[config.mk]
export PLATFORM = sky130hd
export DESIGN_NAME = seg_scan_ctrl
export DESIGN_NICKNAME = d
export VERILOG_FILES = /design/src/rtl/seg_scan_ctrl.sv
export SDC_FILE = /design/constraint.sdc
export NUM_CORES = 1
export LEC_CHECK = 0
export CAP_MARGIN = 5
export CORE_MARGIN = 3
export CORE_UTILIZATION = 50
export DETAILED_ROUTE_END_ITERATION = 8
export PLACE_DENSITY = 0.77
export SLEW_MARGIN = 20
export SYNTH_ARGS = -nofsm -noshare
export SYNTH_HDL_FRONTEND = slang
export SYNTH_SLANG_ARGS = --single-unit
[constraint.sdc]
create_clock -name clk -period 2.84 [get_ports clk]
set_input_delay 0.568 -clock clk [delete_from_list [all_inputs] [get_ports clk]]
set_output_delay 0.568 -clock clk [all_outputs]
set_load 0.02 [all_outputs]
[src/rtl/seg_scan_ctrl.sv]
// -----------------------------------------------------------------------------
// seg_scan_ctrl
//
// Scan controller for a 4-digit multiplexed 7-segment display that shows
// either the mm:ss or the hh:mm part of a BCD hh:mm:ss time count. It walks an
// active-low one-hot digit select, picks the BCD nibble for the selected
// digit from a per-frame snapshot of the time, and (optionally) blinks one
// time field while the user is setting the clock.
//
// Optional feature: define SEG_BLINK_EN to build the field blink logic
// (frame counter, blink phase, latched blink field). Without it `blank` is
// tied low and `blink_field` is ignored.
//
// Parameters:
//   SCAN_DIV      clock cycles each digit is held (>= 2)
//   BLINK_FRAMES  frames per blink half-period (>= 1, blink build only)
//
// Ports:
//   clk          in   system clock, rising edge
//   rst_n        in   synchronous active-low reset
//   count[23:0]  in   BCD time {hh_t,hh_u,mm_t,mm_u,ss_t,ss_u}
//   page_req     in   0 = show mm:ss, 1 = show hh:mm (applied at frame start)
//   blink_field  in   00 none, 01 seconds, 10 minutes, 11 hours
//   sel[3:0]     out  active-low one-hot digit enable, 1110 = rightmost
//   x[3:0]       out  BCD nibble for the selected digit
//   blank        out  1 = selected digit must be dark
//   dp           out  colon / decimal point, high while digit 2 is selected
//   page         out  page currently displayed
//   frame_done   out  one-cycle pulse when digit 3 hands over to digit 0
// -----------------------------------------------------------------------------
module seg_scan_ctrl #(
  parameter int SCAN_DIV     = 50000,
  parameter int BLINK_FRAMES = 64
) (
  input  logic        clk,
  input  logic        rst_n,
  input  logic [23:0] count,
  input  logic        page_req,
  input  logic [1:0]  blink_field,
  output logic [3:0]  sel,
  output logic [3:0]  x,
  output logic        blank,
  output logic        dp,
  output logic        page,
  output logic        frame_done
);

  localparam int PC_W = (SCAN_DIV > 1) ? $clog2(SCAN_DIV) : 1;

  // Field codes, shared by blink_field and the digit ownership map.
  localparam logic [1:0] FLD_SEC  = 2'b01;
  localparam logic [1:0] FLD_MIN  = 2'b10;
  localparam logic [1:0] FLD_HOUR = 2'b11;

  logic [PC_W-1:0] pc_q, pc_d;
  logic [1:0]      idx_q, idx_d;
  logic [3:0]      sel_q, sel_d;
  logic [23:0]     snap_q, snap_d;
  logic            page_q, page_d;
  logic            frame_done_q, frame_done_d;

  logic            pc_tc;
  logic            boundary;

  assign pc_tc    = (pc_q == PC_W'(SCAN_DIV - 1));
  // The frame ends on the edge that moves the last digit back to digit 0.
  assign boundary = pc_tc && (idx_q == 2'd3);

  // NOTE: every signal assigned in an always_comb gets a default first, so no
  // path leaves it unassigned and no latch is inferred.
  always_comb begin
    pc_d         = pc_q + 1'b1;
    idx_d        = idx_q;
    sel_d        = sel_q;
    snap_d       = snap_q;
    page_d       = page_q;
    frame_done_d = 1'b0;
    if (pc_tc) begin
      pc_d  = '0;
      idx_d = idx_q + 2'd1;
      sel_d = ~(4'b0001 << idx_d);
    end
    if (boundary) begin
      snap_d       = count;
      page_d       = page_req;
      frame_done_d = 1'b1;
    end
  end

  // NOTE: sequential state is updated with non-blocking assignments only, so
  // every flop samples the pre-edge value of every other flop.
  always_ff @(posedge clk) begin
    if (!rst_n) begin
      pc_q         <= '0;
      idx_q        <= 2'd0;
      sel_q        <= 4'b1110;
      // NOTE: the snapshot is a data register, but it is loaded from the live
      // count during reset rather than cleared, so the first digit shown after
      // reset is already the real seconds value.
      snap_q       <= count;
      page_q       <= 1'b0;
      frame_done_q <= 1'b0;
    end else begin
      pc_q         <= pc_d;
      idx_q        <= idx_d;
      sel_q        <= sel_d;
      snap_q       <= snap_d;
      page_q       <= page_d;
      frame_done_q <= frame_done_d;
    end
  end

  // Digit mux: page 1 shifts the 4-digit window up by one field (two nibbles).
  logic [2:0] nib_sel;
  assign nib_sel = {1'b0, idx_q} + (page_q ? 3'd2 : 3'd0);

  always_comb begin
    x = 4'h0;
    case (nib_sel)
      3'd0:    x = snap_q[3:0];
      3'd1:    x = snap_q[7:4];
      3'd2:    x = snap_q[11:8];
      3'd3:    x = snap_q[15:12];
      3'd4:    x = snap_q[19:16];
      3'd5:    x = snap_q[23:20];
      default: x = 4'h0;
    endcase
  end

  assign sel        = sel_q;
  assign dp         = (idx_q == 2'd2);
  assign page       = page_q;
  assign frame_done = frame_done_q;

`ifdef SEG_BLINK_EN
  localparam int FC_W = (BLINK_FRAMES > 1) ? $clog2(BLINK_FRAMES) : 1;

  logic [FC_W-1:0] fcnt_q, fcnt_d;
  logic            phase_q, phase_d;
  logic [1:0]      fld_q, fld_d;
  logic [1:0]      owner;

  // The frame counter advances on the boundary edge itself, so a new phase
  // becomes visible together with the first digit of the new frame.
  always_comb begin
    fcnt_d  = fcnt_q;
    phase_d = phase_q;
    fld_d   = fld_q;
    if (boundary) begin
      fld_d = blink_field;
      if (fcnt_q == FC_W'(BLINK_FRAMES - 1)) begin
        fcnt_d  = '0;
        phase_d = ~phase_q;
      end else begin
        fcnt_d = fcnt_q + 1'b1;
      end
    end
  end

  always_ff @(posedge clk) begin
    if (!rst_n) begin
      fcnt_q  <= '0;
      phase_q <= 1'b0;
      fld_q   <= 2'b00;
    end else begin
      fcnt_q  <= fcnt_d;
      phase_q <= phase_d;
      fld_q   <= fld_d;
    end
  end

  // Field shown by the selected digit: low pair / high pair of the window.
  always_comb begin
    if (page_q) owner = idx_q[1] ? FLD_HOUR : FLD_MIN;
    else        owner = idx_q[1] ? FLD_MIN  : FLD_SEC;
  end

  assign blank = phase_q && (fld_q != 2'b00) && (fld_q == owner);
`else
  logic unused_blink;
  assign unused_blink = ^blink_field;
  assign blank        = 1'b0;
`endif

endmodule

* Word level (Yosys, flattened, before mapping)
Cells that the tools add are included.
W data, S select, Z words.
** Word-level totals
- Flip-flop bits (word level) :: 48
- Input port bits :: 29
- Output and inout port bits :: 12
- Word-level logic and storage cells :: 29
** Operators by class
- $add $sub $neg :: 3
- Equality and inequality tests :: 9
- Shift operators :: 1
- Multiplexer cells :: 5
- Bitwise logic cells :: 2
- Reductions and logical operators :: 3
** Operators with widths (count)
- $mux W24 :: 2
- $pmux W4 S6 :: 1
- $add A16 B1 Y16 const B :: 1
- $eq A16 B16 Y1 const B :: 1
- $eq A3 B2 Y1 const B :: 2
- $eq A3 B3 Y1 const B :: 2
- $eq A2 B2 Y1 const B :: 2
- $not A4 Y4 :: 1
- $shl A1 B2 Y4 const A :: 1
- $add A2 B2 Y3 :: 1
- $eq A3 B1 Y1 const B :: 1
- $logic_not A3 Y1 :: 1
- $add A2 B1 Y2 const B :: 1
- $mux W2 :: 1
- $ne A2 B1 Y1 const B :: 1
- $reduce_or A2 Y1 :: 1
- $logic_and A1 B1 Y1 :: 1
- $mux W1 :: 1
- $not A1 Y1 :: 1

* Logic depth before layout (Yosys ltp)
Gate-level depths: netlist of the first run.
- Depth in word-level cells :: 4
- Depth in mapped cells :: 7
- Mapped depth without buffers :: 6

* Least setup slack after synthesis of the first run
Ideal clock, no wire load.
- Path type :: register to output
- From :: register page_q, in the netlist page
- To :: output port x[2]
- Data arrival time :: 1827 ps
- Data required time :: 2272 ps
- Slack :: 445 ps
- Cell stages (with the launch flop) :: 8
- Path buffers :: 1
- Cell sequence :: dfxtp_1 > inv_1 > ha_1 > clkbuf_1 > nand3b_1 > o21ai_0 > a21oi_1 > a21oi_1
** Between the ends
- Word-level cells in the longest chain between the ends :: 4
- Elaborated cells on any way between the ends :: 9
- Classes of those cells :: 1 x add/sub; 5 x eq/ne; 2 x mux; 1 x reduce/logical
** Ends and longest elaborated chain
- start, declared :: RTL line 59 : logic page_q, page_d;
- start signal, assigned :: RTL line 108 : page_q <= page_d;
- $mux W2 (*) :: RTL line 115 : assign nib_sel = {1'b0, idx_q} + (page_q ? 3'd2 : 3'd0);
- $add A2 B2 Y3 (*) :: RTL line 115
- $eq A3 B3 Y1 (tied with other cells) :: RTL line 119 : case (nib_sel)
- $pmux W4 S6 (*) :: RTL line 119
- end, declared :: RTL line 41 : output logic [3:0] x,
Mark *: on every way between the ends. The rest lies on a longest branch, timed or not.

* Worst setup path after layout of the first run
- From :: register idx_q[1]
- To :: output port x[0]
** Between the ends
- Word-level cells in the longest chain between the ends :: 3
- Elaborated cells on any way between the ends :: 8
- Classes of those cells :: 1 x add/sub; 5 x eq/ne; 1 x mux; 1 x reduce/logical
** Ends and longest elaborated chain
- start, declared :: RTL line 56 : logic [1:0] idx_q, idx_d;
- start signal, assigned :: RTL line 105 : idx_q <= idx_d;
- $add A2 B2 Y3 (*) :: RTL line 115
- $eq A3 B3 Y1 (tied with other cells) :: RTL line 119
- $pmux W4 S6 (*) :: RTL line 119
Marked as above.

==> qor.yml, run 1 <==
outcome:
  outcome: "finished clean"
synthesis:
  yosysTopAreaCell: "edfxtp_1"
  synth_area_mm2: 0.00212
  yosys-top-cells-area: "edfxtp_1 (34%), dfxtp_1 (23%), ha_1 (5.9%)"
  ys_warn_count: 0
  synth_top_area_frac: 0.340
  synthCells: 186
  ys_ff_latch: 48
  synth_common_cells: "dfxtp_1 (24), edfxtp_1 (24), nor2_1 (23)"
  synth_cell_types: 37
  syn_area_per_cell_um2: 11.4
  ys_seq_area_frac: 0.567
  synthesis.nets: 225
  ys.flop_type: "edfxtp_1"
  async_flop_share: 0
  synth_edf_count: 24
floorplan:
  fp-row-count: 23
  die_h_um: 71.1
  fp.coreArea_mm2: 0.00406
  die_area_mm2: 0.00506
  io_pins: 41
  initial_core_util: 0.522
  die_width_um: 71.1
drt:
  wl_um: 3680
  wire_per_inst_um: 13.0
  drc_errors: 0
  ant_nets: 0
  vias: 1434
  vias_per_cell: 5.05
  drt_iter0_drc: 124
  first_pass_iters: 5
sta:
  slew_viol_final: 0
  skew_ps: 10.7
  finalSetupViolations: 0
  fin_crit_sh: 0.918
  grt_setup_unrepaired: "false"
  period_needed_ps: 2610
  max_freq_mhz: 383
  timing.hold.ws_ps: 469
  fin_tns_setup_ps: 0
  hold_viol: 0
worst_hold_path:
  hold_class: "reg -> reg"
  hold_depth: 1
  hold_start: "pc_q[0]"
pwr:
  pwr-share-comb: 0.061
  p_switching_mw: 0.241
  internal-power_mw: 0.967
  cellPowerDensity_mw_per_mm2: 455
  power.total_mw: 1.21
  p_leak_nw: 0.974
  swShare: 0.200
  seqPwrFrac: 0.628
  clockPowerShare: 0.311
  peakVddDrop_uv: 302
clock_network:
  cts-buffers-inserted: 5
  clockBufferDepth: 2
  htreeDepth: 2
  cts_sinks: 48
  cts_setup_buffers: 0
  clk_latency_ps: 300
  clk_pin_slew_ps: 80
  root_buffer: "clkbuf_8"
  cts_tree: "done"
placement:
  hpwl_um: 2650
  port_buffers: 37
  routabilityCongestion: 0.815
grt:
  grt_pass1_vias: 1379
  grt_first_pass_wirelength_um: 6300
  grtUsageTotal: 0.160
  overflow: 0
  antenna_found_initial: 0
  grt_max_degree: 25
setup_path:
  cp.arrival_ps: 2040
  cp-endpoint: "x[0]"
  crit_required_ps: 2270
  rrSetupSlack_ps: 750
  cp_max_fo: 10
  rr_worst_depth: 6
  criticalPathCategory: "reg -> out"
  crit_path_end_kind: "primary output"
  cp-startpoint: "idx_q[1]"
  reg2reg_to: "snap_q[3]"
  r2r-start: "pc_q[0]"
  startpoint_type: "flip-flop"
layout:
  drive_gt1_frac: 0.0855
  fin_nets: 272
  diodes: 0
  area_growth_syn_to_layout_pct: 25.4
job:
  maxCapViolCount: 0
## critical path, stage by stage (launching register included)
cell and delay, ps:
dfxtp_1 330, inv_1 90, ha_1 320, buf_4 180, mux4_2 290, a21oi_1 150, nor2_1 50, dlygate4sd2_1 330
## power by group through the flow
stage	Sequential, mW	Clock (mW)	Combinational (mW)
final	0.759	0.376	0.0735
after floorplan	0.773	0	0.0289
after CTS	0.759	0.392	0.0746
after global placement	0.774	0	0.0747
after global routing	0.762	0.421	0.0798
after detailed placement	0.775	0	0.0758
## registers in the layout, indices dropped and copies added, names as in the netlist
| name | count |
|---|---|
| frame_done | 1 |
| idx_q | 2 |
| page | 1 |
| pc_q | 16 |
| sel | 4 |
| snap_q | 24 |
## layout make-up
| type | instances | area [um2] |
|---|---|---|
| multi-input cells | 124 | 847 |
| repair buffers | 46 | 437 |
| well taps | 50 | 62.6 |
| clock buffers | 7 | 76.3 |
| flip-flops and latches | 48 | 1200 |
| inverters | 8 | 30.0 |
| fillers | 330 | 1400 |
| clock inverters | 1 | 3.75 |
## cell usage in the layout, fill, tap and decap left out, drive strengths merged, types with 3 or more instances in the layout
master         Yosys  routed
o21ai              6       6
a21oi              9       9
dfxtp             24      24
nor2              23      23
buf                3       9
nand3              8       8
mux2i              3       3
nand3b             7       7
ha                10      10
nor4               5       5
edfxtp            24      24
clkdlybuf4s50      0      33
clkbuf             3       7
dlygate4sd2        0       3
xnor2             13      13
and2               5       5
nor3               3       3
nand4              3       3
inv                8       8
nand2              9       9
## timing repair
item / in CTS / in global routing
resized for setup: 3 / 1
hold buffers: 0 / 0
setup endpoints to repair: 3 / 1
hold endpoints to repair: 0 / 0
## kinds of logic (layout without fill, tap and decap cells)
logic type,after synthesis,after routing,synth area share
AOI/OAI and AO/OA,19,19,0.0508
xor gates and xnor gates,15,15,0.0620
adders and majority gates,10,10,0.0590
buffers and inverters,14,62,0.0336
DFF,48,48,0.567
muxes,6,6,0.0354
other,1,1,0.00177
and+or+nand+nor,73,73,0.191
## per-layer routing
layer	share of wire	global-route usage	vias up
li1	-	-	735
met1	0.47	0.209	661
met2	0.47	0.257	32
met3	0.049	0.0426	6
met4	0.013	0.0564	0
met5	0	0	-
## worst min-delay path by stage
stage / to
finish: pc_q[0]
global placement: pc_q[0]
floorplan: pc_q[0]
global route: pc_q[0]
detailed placement: pc_q[0]
CTS: pc_q[0]
## through the flow
stage	setup WS (ps)	util	std cells	cell area, um2
detailed placement	292	0.636	276	2580
floorplan	445	-	186	2120
CTS	1.91	0.654	284	2660
global placement	291	0.636	276	2580
global route	119	0.655	284	2660
finish	232	0.655	284	2660
Power figures use the tool's default switching activity.
==> run 2: changes to the inputs <==
Settings changed: CAP_MARGIN 5 to default.
==> results of run 2 <==
Final layout, timing and power as in run 1 (identical DEF).
==> run 3: changes to the inputs <==
Settings changed: CELL_PAD_IN_SITES_DETAIL_PLACEMENT from default to 2, CELL_PAD_IN_SITES_GLOBAL_PLACEMENT from default to 2, CORE_UTILIZATION 50 to 33, PLACE_DENSITY 0.77 to default, PLACE_DENSITY_LB_ADDON from default to 0.1.
==> run 3 against run 2 <==
Net effect:
- sequential power about the same
- routed wire length up 39%
- clock-buffer cell count down 2
- critical path depth down 1
- global-route usage down 0.93 points
- non-clock buffer count down 3
- setup slack better by 1.2 ps
- cell area up 1.2%
- flip-flop and latch count unchanged
- maximum frequency about the same
- clock power up 9.0%
- cell count up 7.7%
- critical path type unchanged
- critical endpoint is now x[3]
- largest cell class unchanged
- largest power group unchanged
==> qor.yml, run 3 (synthesis gave the netlist of run 1 again) <==
outcome:
  outcome: "finished clean"
floorplan:
  die_width_um: 86.1
  die_h_um: 86.1
  fp-row-count: 28
  io_pins: 41
  fp.coreArea_mm2: 0.00606
  die_area_mm2: 0.00742
  initial_core_util: 0.350
grt:
  grt_max_degree: 25
  grt_pass1_vias: 1722
  grtUsageTotal: 0.151
  overflow: 0
  grt_first_pass_wirelength_um: 8700
  antenna_found_initial: 0
clock_network:
  clk_latency_ps: 300
  htreeDepth: 2
  root_buffer: "clkbuf_8"
  clockBufferDepth: 2
  cts_sinks: 48
  cts-buffers-inserted: 5
  clk_pin_slew_ps: 90
  cts_tree: "done"
  cts_setup_buffers: 0
drt:
  drt_iter0_drc: 34
  ant_nets: 0
  drc_errors: 0
  vias: 1499
  wire_per_inst_um: 16.7
  wl_um: 5110
  vias_per_cell: 4.90
  first_pass_iters: 4
setup_path:
  criticalPathCategory: "reg -> out"
  cp_max_fo: 13
  crit_path_end_kind: "primary output"
  cp.arrival_ps: 2040
  startpoint_type: "flip-flop"
  crit_required_ps: 2270
placement:
  hpwl_um: 3760
  dp_cells: 298
  port_buffers: 37
  pre_cts_slack_ps: 30.7
  routabilityCongestion: 0.722
pwr:
  peakVddDrop_uv: 294
  p_leak_nw: 0.961
  cellPowerDensity_mw_per_mm2: 462
  power.total_mw: 1.24
layout:
  multi_input_area_um2: 862
  diodes: 0
  drive_gt1_frac: 0.0952
  final_common_cell: "clkdlybuf4s50_1"
  area_growth_syn_to_layout_pct: 26.9
  n_fill_cell: 622
  post-route-util: 0.444
  largest_reg_flops: 24
  regArea_mm2: 0.00120
  mostFrequentLayoutCells: "clkdlybuf4s50_1 (33), dfxtp_1 (24), edfxtp_1 (24)"
  finalNonFillerCells: 306
  regMostFlops: "snap_q"
  fin_nets: 269
sta:
  fin_tns_setup_ps: 0
  max_freq_mhz: 384
  period_needed_ps: 2610
  slew_viol_final: 0
  worst_slack_ps: 233
  grt_setup_unrepaired: "false"
  finalSetupViolations: 0
  skew_ps: 7.57
  hold_viol: 0
  fin_crit_sh: 0.918
worst_hold_path:
  hold_class: "reg -> reg"
job:
  maxCapViolCount: 0
-- run 3: where the power goes --
| part | internal [mW] | switching (mW) | total (mW) |
|---|---|---|---|
| clock network | 0.171 | 0.238 | 0.410 |
| registers | 0.751 | 0.00865 | 0.760 |
| logic | 0.0438 | 0.0297 | 0.0736 |
-- run 3: final cells by class --
class                      count  area share
clock buffer                   5      0.0256
clock inverter                 3     0.00698
inverter                       8      0.0112
multi-input combinational    124       0.321
sequential                    48       0.447
tap                           75      0.0349
timing repair buffer          43       0.154
-- run 3: worst paths after layout --
kind | start | depth (start not counted) | slack [ps] | end
worst max register to register | pc_q[0] | 6 | 610 | snap_q[12]
worst min register to register | pc_q[0] | 1 | 480 | pc_q[0]
worst min-delay path | pc_q[0] | 1 | 480 | pc_q[0]
worst max-delay path | idx_q[1] | 6 | 230 | x[3]
-- run 3: per-layer routing --
layer | wire, um | track usage | part of all wire
met4 | 38 | 0.0388 | 0.0074
met3 | 198 | 0.0346 | 0.039
met2 | 2520 | 0.252 | 0.49
met5 | 0 | 0 | 0
met1 | 2350 | 0.197 | 0.46
-- run 3: through the flow --
| step | area, um2 | hold WS [ps] |
|---|---|---|
| 2_1_floorplan | 2120 | 429 |
| 3_3_place_gp | 2590 | 436 |
| 3_5_place_dp | 2590 | 463 |
| 4_1_cts | 2690 | 485 |
| 5_1_grt | 2690 | 541 |
| 6_report | 2690 | 483 |
-- run 3: repair_timing --
action,4_1_cts,5_1_grt
setup endpoints to repair,4,1
hold buffers,0,0
gates resized for setup,6,1
pin swaps,0,0
-- run 3: critical path, stage by stage, from the launching register on --
cell	delay, ps
dfxtp_1	360
inv_1	120
ha_4	390
mux2_2	370
nand3_1	100
a21oi_1	60
dlygate4sd2_1	340
